<file path="config.mk">
export PLATFORM = sky130hd
export DESIGN_NAME = sgdmac_distributor
export DESIGN_NICKNAME = d
export VERILOG_FILES = /design/src/rtl/sgdmac_distributor.sv
export SDC_FILE = /design/constraint.sdc
export NUM_CORES = 1
export LEC_CHECK = 0
export CORE_AREA = 2 2 121 123
export DETAILED_ROUTE_END_ITERATION = 10
export DIE_AREA = 0 0 123 125
export PLACE_DENSITY = 0.75
export SLEW_MARGIN = 30
export SYNTH_ARGS = -nofsm -noshare
export SYNTH_HDL_FRONTEND = slang
export SYNTH_SLANG_ARGS = --single-unit
</file>
<file path="constraint.sdc">
create_clock -name clk -period 2.35 [get_ports clk]
set_input_delay 0.5875 -clock clk [delete_from_list [all_inputs] [get_ports clk]]
set_output_delay 0.5875 -clock clk [all_outputs]
set_load 0.03 [all_outputs]
</file>
<file path="src/rtl/sgdmac_distributor.sv">
// Return-path splitter: steers each source packet to the rm or dt channel
// using the select sampled on its first beat. Each channel has a 2-entry output FIFO.
module sgdmac_distributor #(
  parameter int DATA_SIZE = 32
) (
  input  logic                 clk,
  input  logic                 rst_n,
  input  logic                 src_valid_i,
  output logic                 src_ready_o,
  input  logic [DATA_SIZE-1:0] src_data_i,
  input  logic                 src_sel_i,
  input  logic                 src_last_i,
  output logic                 rm_valid_o,
  input  logic                 rm_ready_i,
  output logic [DATA_SIZE-1:0] rm_data_o,
  output logic                 rm_last_o,
  output logic                 dt_valid_o,
  input  logic                 dt_ready_i,
  output logic [DATA_SIZE-1:0] dt_data_o,
  output logic                 dt_last_o,
  output logic                 busy_o
);

  typedef enum logic [1:0] {IDLE, ROUTE_RM, ROUTE_DT} state_t;

  state_t               state_q, state_d;
  logic                 run_q;
  // Channel index: 1 = rm, 0 = dt.
  logic [1:0][1:0]      cnt_q, cnt_d;
  logic [1:0]           wr_q, rd_q;
  logic [DATA_SIZE:0]   mem_q [2][2];
  logic                 target;
  logic                 accept;
  logic [1:0]           push, pop, valid;

  always_comb begin
    case (state_q)
      ROUTE_RM: target = 1'b1;
      ROUTE_DT: target = 1'b0;
      default:  target = src_sel_i;
    endcase
  end

  // run_q holds ready low while in reset; ready never looks at sink ready.
  assign src_ready_o = run_q & (cnt_q[target] < 2'd2);
  assign accept      = src_valid_i & src_ready_o;
  assign push        = accept ? (target ? 2'b10 : 2'b01) : 2'b00;
  assign valid       = {cnt_q[1] != 2'd0, cnt_q[0] != 2'd0};
  assign pop         = valid & {rm_ready_i, dt_ready_i};

  always_comb begin
    for (int c = 0; c < 2; c++) begin
      cnt_d[c] = cnt_q[c] + {1'b0, push[c]} - {1'b0, pop[c]};
    end
  end

  always_comb begin
    state_d = state_q;
    if (accept) begin
      case (state_q)
        IDLE:    if (!src_last_i) state_d = src_sel_i ? ROUTE_RM : ROUTE_DT;
        default: if (src_last_i) state_d = IDLE;
      endcase
    end
  end

  always_ff @(posedge clk or negedge rst_n) begin
    if (!rst_n) begin
      state_q <= IDLE;
      run_q   <= 1'b0;
      cnt_q   <= '0;
      wr_q    <= '0;
      rd_q    <= '0;
      for (int c = 0; c < 2; c++) begin
        mem_q[c][0] <= '0;
        mem_q[c][1] <= '0;
      end
    end else begin
      state_q <= state_d;
      run_q   <= 1'b1;
      cnt_q   <= cnt_d;
      for (int c = 0; c < 2; c++) begin
        if (push[c]) mem_q[c][wr_q[c]] <= {src_last_i, src_data_i};
        wr_q[c] <= wr_q[c] ^ push[c];
        rd_q[c] <= rd_q[c] ^ pop[c];
      end
    end
  end

  assign rm_valid_o = valid[1];
  assign dt_valid_o = valid[0];
  assign {rm_last_o, rm_data_o} = valid[1] ? mem_q[1][rd_q[1]] : '0;
  assign {dt_last_o, dt_data_o} = valid[0] ? mem_q[0][rd_q[0]] : '0;
  assign busy_o = (state_q != IDLE) | (valid != 2'b00);

endmodule

</file>
### Yosys cells after proc, flatten, opt, wreduce, memory -nomap -nowiden

Index checks and enable logic that the tools add are counted.

| cells by class | value |
|---|---|
| $add $sub $neg | 4 |
| order comparisons | 8 |
| eq/ne operators | 3 |
| mux-type cells | 23 |
| bitwise logic cells | 12 |
| reduce and logical (&&, ||, !) cells | 9 |

Operator list:

| kind | number |
|---|---|
| 33-bit two-way mux | 10 |
| 66-bit bitwise mux | 2 |
| 33-bit demux with 1-bit select | 2 |
| 2-bit two-way mux | 8 |
| 2-bit nonzero test | 5 |
| 2-bit greater-or-equal comparator (second input constant) | 4 |
| 1-bit inverter with 2-bit output | 4 |
| 2-bit by 1-bit adder with 2-bit output | 2 |
| 2-bit by 1-bit < comparator with 1-bit output (second input constant) | 2 |
| 2-bit by 1-bit subtractor with 2-bit output | 2 |
| 1-bit bitwise XOR | 4 |
| 3-bit AND reduction | 1 |
| 1-bit bitwise AND | 2 |
| 2-bit bitwise AND | 1 |
| 2-bit by 1-bit equality test with 1-bit output (second input constant) | 1 |
| 2-bit equality test (second input constant) | 1 |
| 1-bit logical AND | 2 |
| 2-bit zero test | 1 |
| 1-bit by 2-bit < comparator with 1-bit output (second input constant) | 1 |
| 2-bit < comparator (second input constant) | 1 |
| 2-bit inequality test (second input constant) | 1 |
| 1-bit one-hot mux with 2 select lines | 1 |
| 1-bit bitwise OR | 1 |

| storage, ports and cells | value |
|---|---|
| register bits after elaboration | 143 |
| bits of input ports | 39 |
| logic and storage cells | 69 |

### Logic depth before layout (Yosys ltp)

| logic depth | value |
|---|---|
| depth after elaboration | 10 |
| depth in mapped cells | 10 |
| gate-level depth less buffers | 10 |

### Worst setup path before layout

OpenSTA, ideal clock, no wires.

| path | value |
|---|---|
| path kind | register to register |
| start point | reg state_q[0] |
| end point | reg mem_q[101] in the netlist's numbering |
| arrival time | 2.414 ns |
| required time | 2.225 ns |
| slack | -0.189 ns |
| cell stages (with the launch flop) | 9 |
| buffers on the path | 2 |
| clock period less this slack | 2.539 ns |
| cell sequence | dfrtp_1 -> inv_1 -> ha_1 -> mux2_4 -> nor3_2 -> ha_1 -> clkbuf_1 -> clkbuf_1 -> mux2_2 |

| on the way | value |
|---|---|
| longest elaborated chain between the ends | 8 |

RTL lines:

| item | RTL line | text |
|---|---|---|
| start, declared | 26 | `state_t state_q, state_d;` |
| start signal, assigned | 79 | `state_q <= state_d;` |
| 2-bit equality test / 2-bit by 1-bit equality test with 1-bit output (equally long branches) | 37 | `case (state_q)` |
| 1-bit one-hot mux with 2 select lines * | 37 |  |
| 2-bit two-way mux (implied by the code) (2 in a row) | 45 | `assign src_ready_o = run_q & (cnt_q[target] < 2'd2);` |
| 2-bit < comparator | 45 |  |
| 1-bit bitwise AND | 45 |  |
| 1-bit bitwise AND | 46 | `assign accept = src_valid_i & src_ready_o;` |
| 2-bit two-way mux * | 47 | `assign push = accept ? (target ? 2'b10 : 2'b01) : 2'b00;` |
| end signal, assigned by index | 83 | `if (push[c]) mem_q[c][wr_q[c]] <= {src_last_i, src_data_i};` |
| end, declared | 31 | `logic [DATA_SIZE:0] mem_q [2][2];` |

Every way passes the cells marked *; elsewhere a longest branch is shown, timed or not. The select of a mux whose other input is x is not followed.
A chain may end at the register's enable or synchronous reset.

### Worst setup path in the final report

| path | value |
|---|---|
| start point | reg state_q[1] |
| end point | out src_ready_o |

| on the way | value |
|---|---|
| longest elaborated chain between the ends | 6 |

RTL lines:

| item | RTL line | text |
|---|---|---|
| 2-bit equality test / 2-bit by 1-bit equality test with 1-bit output (equally long branches) | 37 |  |
| 1-bit one-hot mux with 2 select lines * | 37 |  |
| 2-bit two-way mux (implied by the code) * (2 in a row) | 45 |  |
| 2-bit < comparator * | 45 |  |
| 1-bit bitwise AND * | 45 |  |
| end, declared | 9 | `output logic src_ready_o,` |

Marked as above.

==> flow_summary.toml <==
[timing]
rsz0062_at_grt = "yes"
fin_crit_sh_pct = 102
final_hold_viol_count = 0
period_needed_ps = 2410
max_clock_freq_mhz = 415
hold-worst-slack_ps = 112
skew_ps = 7.98
setup_tns_ps = -57.0
setup_viol = 1
setup_ws_ps = -57.0
drv_slew = 0

[power_and_ir_drop]
seq_power_share_pct = 30.5
power_frac_clock_pct = 19.7
switchingPower_mw = 5.68
p_sw_share_pct = 39.4
power_mw = 14.4
power.internal_mw = 8.74
power_frac_comb_pct = 49.8
irDropWorstVdd_mv = 0.906
power_leakage_nw = 4.27
p_per_area_nw_per_um2 = 1650

[clocking]
clkSlewWorstSetupHoldPaths_ps = 60
cts_max_level = 4
cts_made_buffers = 17
clockRootBuffer = "clkbuf_16"
clkSinkCount = 143
clk-insertion-delay-late_ps = 420
postCtsHoldBufs = 0
cts_tree = "yes"
clock_path_buffers = 2

[worst_setup_path]
crit_fanout = 4
critical_path_class = "reg -> out"
r2r_end = "mem_q[89]$_DFFE_PN0P_"
reg2regPathDepth = 7
startpoint_type = "flop"
cp_data_arrival_time_ps = 1820
cp-end-kind = "output pin"
reg2reg_from = "state_q[1]$_DFFE_PN0P_"
required_ps = 1760
rrSetupSlack_ps = 20

[grt]
grt_pass1_wl_um = 24300
grtUsageTotal_pct = 20.5
overflow = 0
grt_pass1_vias = 4682
antenna_found_initial = 0
grt_max_degree = 51

[yosys]
ys_seq_area_share_pct = 54.2
avgSynthCellArea_um2 = 13.5
synth_seq_cells = 143
synth_area_um2 = 6600
synth_flop_cell = "dfrtp_1"
yosys.area.top_type_share_pct = 54.2
yosys_warnings = 0
syn_nets = 534
synth_async_sr_flop_share_pct = 100
synthCells = 487
synth_cell_types = 25
synth_enable_flop_cells = 0
synth.area.top_cells = "dfrtp_1, mux2_2, mux2i_1, mux2_4, nor2_1"
synth_largest_area_cell = "dfrtp_1"

[placed_design]
dp_cells = 778
dp_hpwl_um = 9950
gp_congestion = 0.756
io_buffers = 108

[floorplanning]
io_pins = 109
fp.coreArea_um2 = 14200
initial_core_util_pct = 46.4
dieArea_um2 = 15400
die_x_um = 123
die_h_um = 125
row_count = 44

[layout]
final_cell_mix = "dfrtp_1, mux2_2, nor2_1, mux2i_1, dlygate4sd2_1"
drive_above_1_share_pct = 35.0
final_cells = 812
area_delta_synth_final_pct = 32.4
final_common_cell = "dfrtp_1"
antennaDiodeCount = 0
nFillCells = 1114
nNetsFinal = 662
post-route-util_pct = 61.5

[status]
violations = "setup timing"
status = "finished, violations left"

[drt]
drc_errors = 0
route.vias.total = 4203
route.met2.wl_um = 7510
drt_iter0_markers = 185
finalWirelength_um = 14700
drt-met1-wl_um = 6560
ant_nets = 0
top_layer = "met4"
routed-wl-met3_um = 474
drt-wirelength-per-cell_um = 18.1
detail_route.vias_per_cell = 5.18
drt-pass1-iter-count = 4

[run]
cap_viol_max_count = 0

[hold_path]
holdCritPathClass = "in -> async"
-- through the flow --
step / setup slack (ps) / cell area, um^2
3_3_place_gp: -248 / 8150
2_1_floorplan: -31.3 / 6630
6_report: -57.0 / 8730
3_5_place_dp: -320 / 8150
5_1_grt: -120 / 8730
4_1_cts: -64.1 / 8730
-- logic make-up (layout without fill, tap and decap cells) --
group / Yosys count / count (layout) / share of synthesized area [%]
and+or+nand+nor: 83 / 83 / 5.41
xor gates and xnor gates: 6 / 6 / 0.797
adders and majority gates: 8 / 8 / 1.52
DFF: 143 / 143 / 54.2
other: 1 / 1 / 0.0568
AOI/OAI and AO/OA: 7 / 7 / 0.759
muxes: 199 / 199 / 34.5
buffers and inverters: 40 / 181 / 2.73
-- power by group through the flow --
stage	sequential [mW]	combinational [mW]	clock [mW]
floorplan	4.17	4.99	0
global placement	4.32	7.58	0
detailed placement	4.41	7.71	0
CTS	4.39	7.22	2.88
global route	4.55	7.68	2.99
finish	4.39	7.19	2.84
-- cell type report --
class                      instances  area, um^2  area share (%)
inverter                          11        41.3           0.473
tap                              184         230            2.64
clock inverter                    10         160            1.83
sequential                       143        3580            41.0
multi-input combinational        304        2890            33.0
clock buffer                      22         464            5.32
timing repair buffer             138        1370            15.7
-- metal layers --
| metal | global-route usage, % | vias to the layer above |
|---|---|---|
| li1 | - | 1932 |
| met1 | 26.8 | 2174 |
| met2 | 33.9 | 84 |
| met3 | 4.43 | 13 |
| met4 | 6.68 | 0 |
| met5 | 0 | - |
-- cells in the mapped netlist (2+ instances only) --
cell	number
o21a_1	2
o22ai_1	2
xor2_1	2
nand2_1	4
buf_2	6
buf_6	3
mux2_4	31
and2_1	2
dfrtp_1	143
mux2_2	102
and3_1	2
nand3_1	2
nor2_1	69
a211o_1	2
clkbuf_1	20
xnor2_1	4
inv_1	11
ha_1	8
mux2i_1	66
-- state kept, by name (all words and copies together), names as in the netlist --
register / cells
rd_q: 2
wr_q: 2
state_q: 2
cnt_q: 4
mem_q: 132
run_q: 1
-- worst max path at each step --
stage	end	from	cells past startpoint
2_1_floorplan	mem_q[101]$_DFFE_PN0P_	state_q[0]$_DFFE_PN0P_	8
3_3_place_gp	mem_q[92]$_DFFE_PN0P_	src_sel_i	6
3_5_place_dp	mem_q[89]$_DFFE_PN0P_	src_sel_i	6
4_1_cts	src_ready_o	state_q[1]$_DFFE_PN0P_	6
5_1_grt	src_ready_o	state_q[1]$_DFFE_PN0P_	6
6_report	src_ready_o	state_q[1]$_DFFE_PN0P_	6
-- worst max-delay path, stage by stage (launching register included) --
cell and delay (ps):
dfrtp_1 390, inv_2 90, ha_4 200, mux2_4 330
o21ai_2 120, and2_4 150, buf_6 120
-- timing repair --
item                       CTS  global route
resized for setup           78            28
pin swaps                    2             0
setup endpoints to repair   82            93
cloned                       0             0
buffers inserted             1             1
Power figures use the tool's default switching activity.
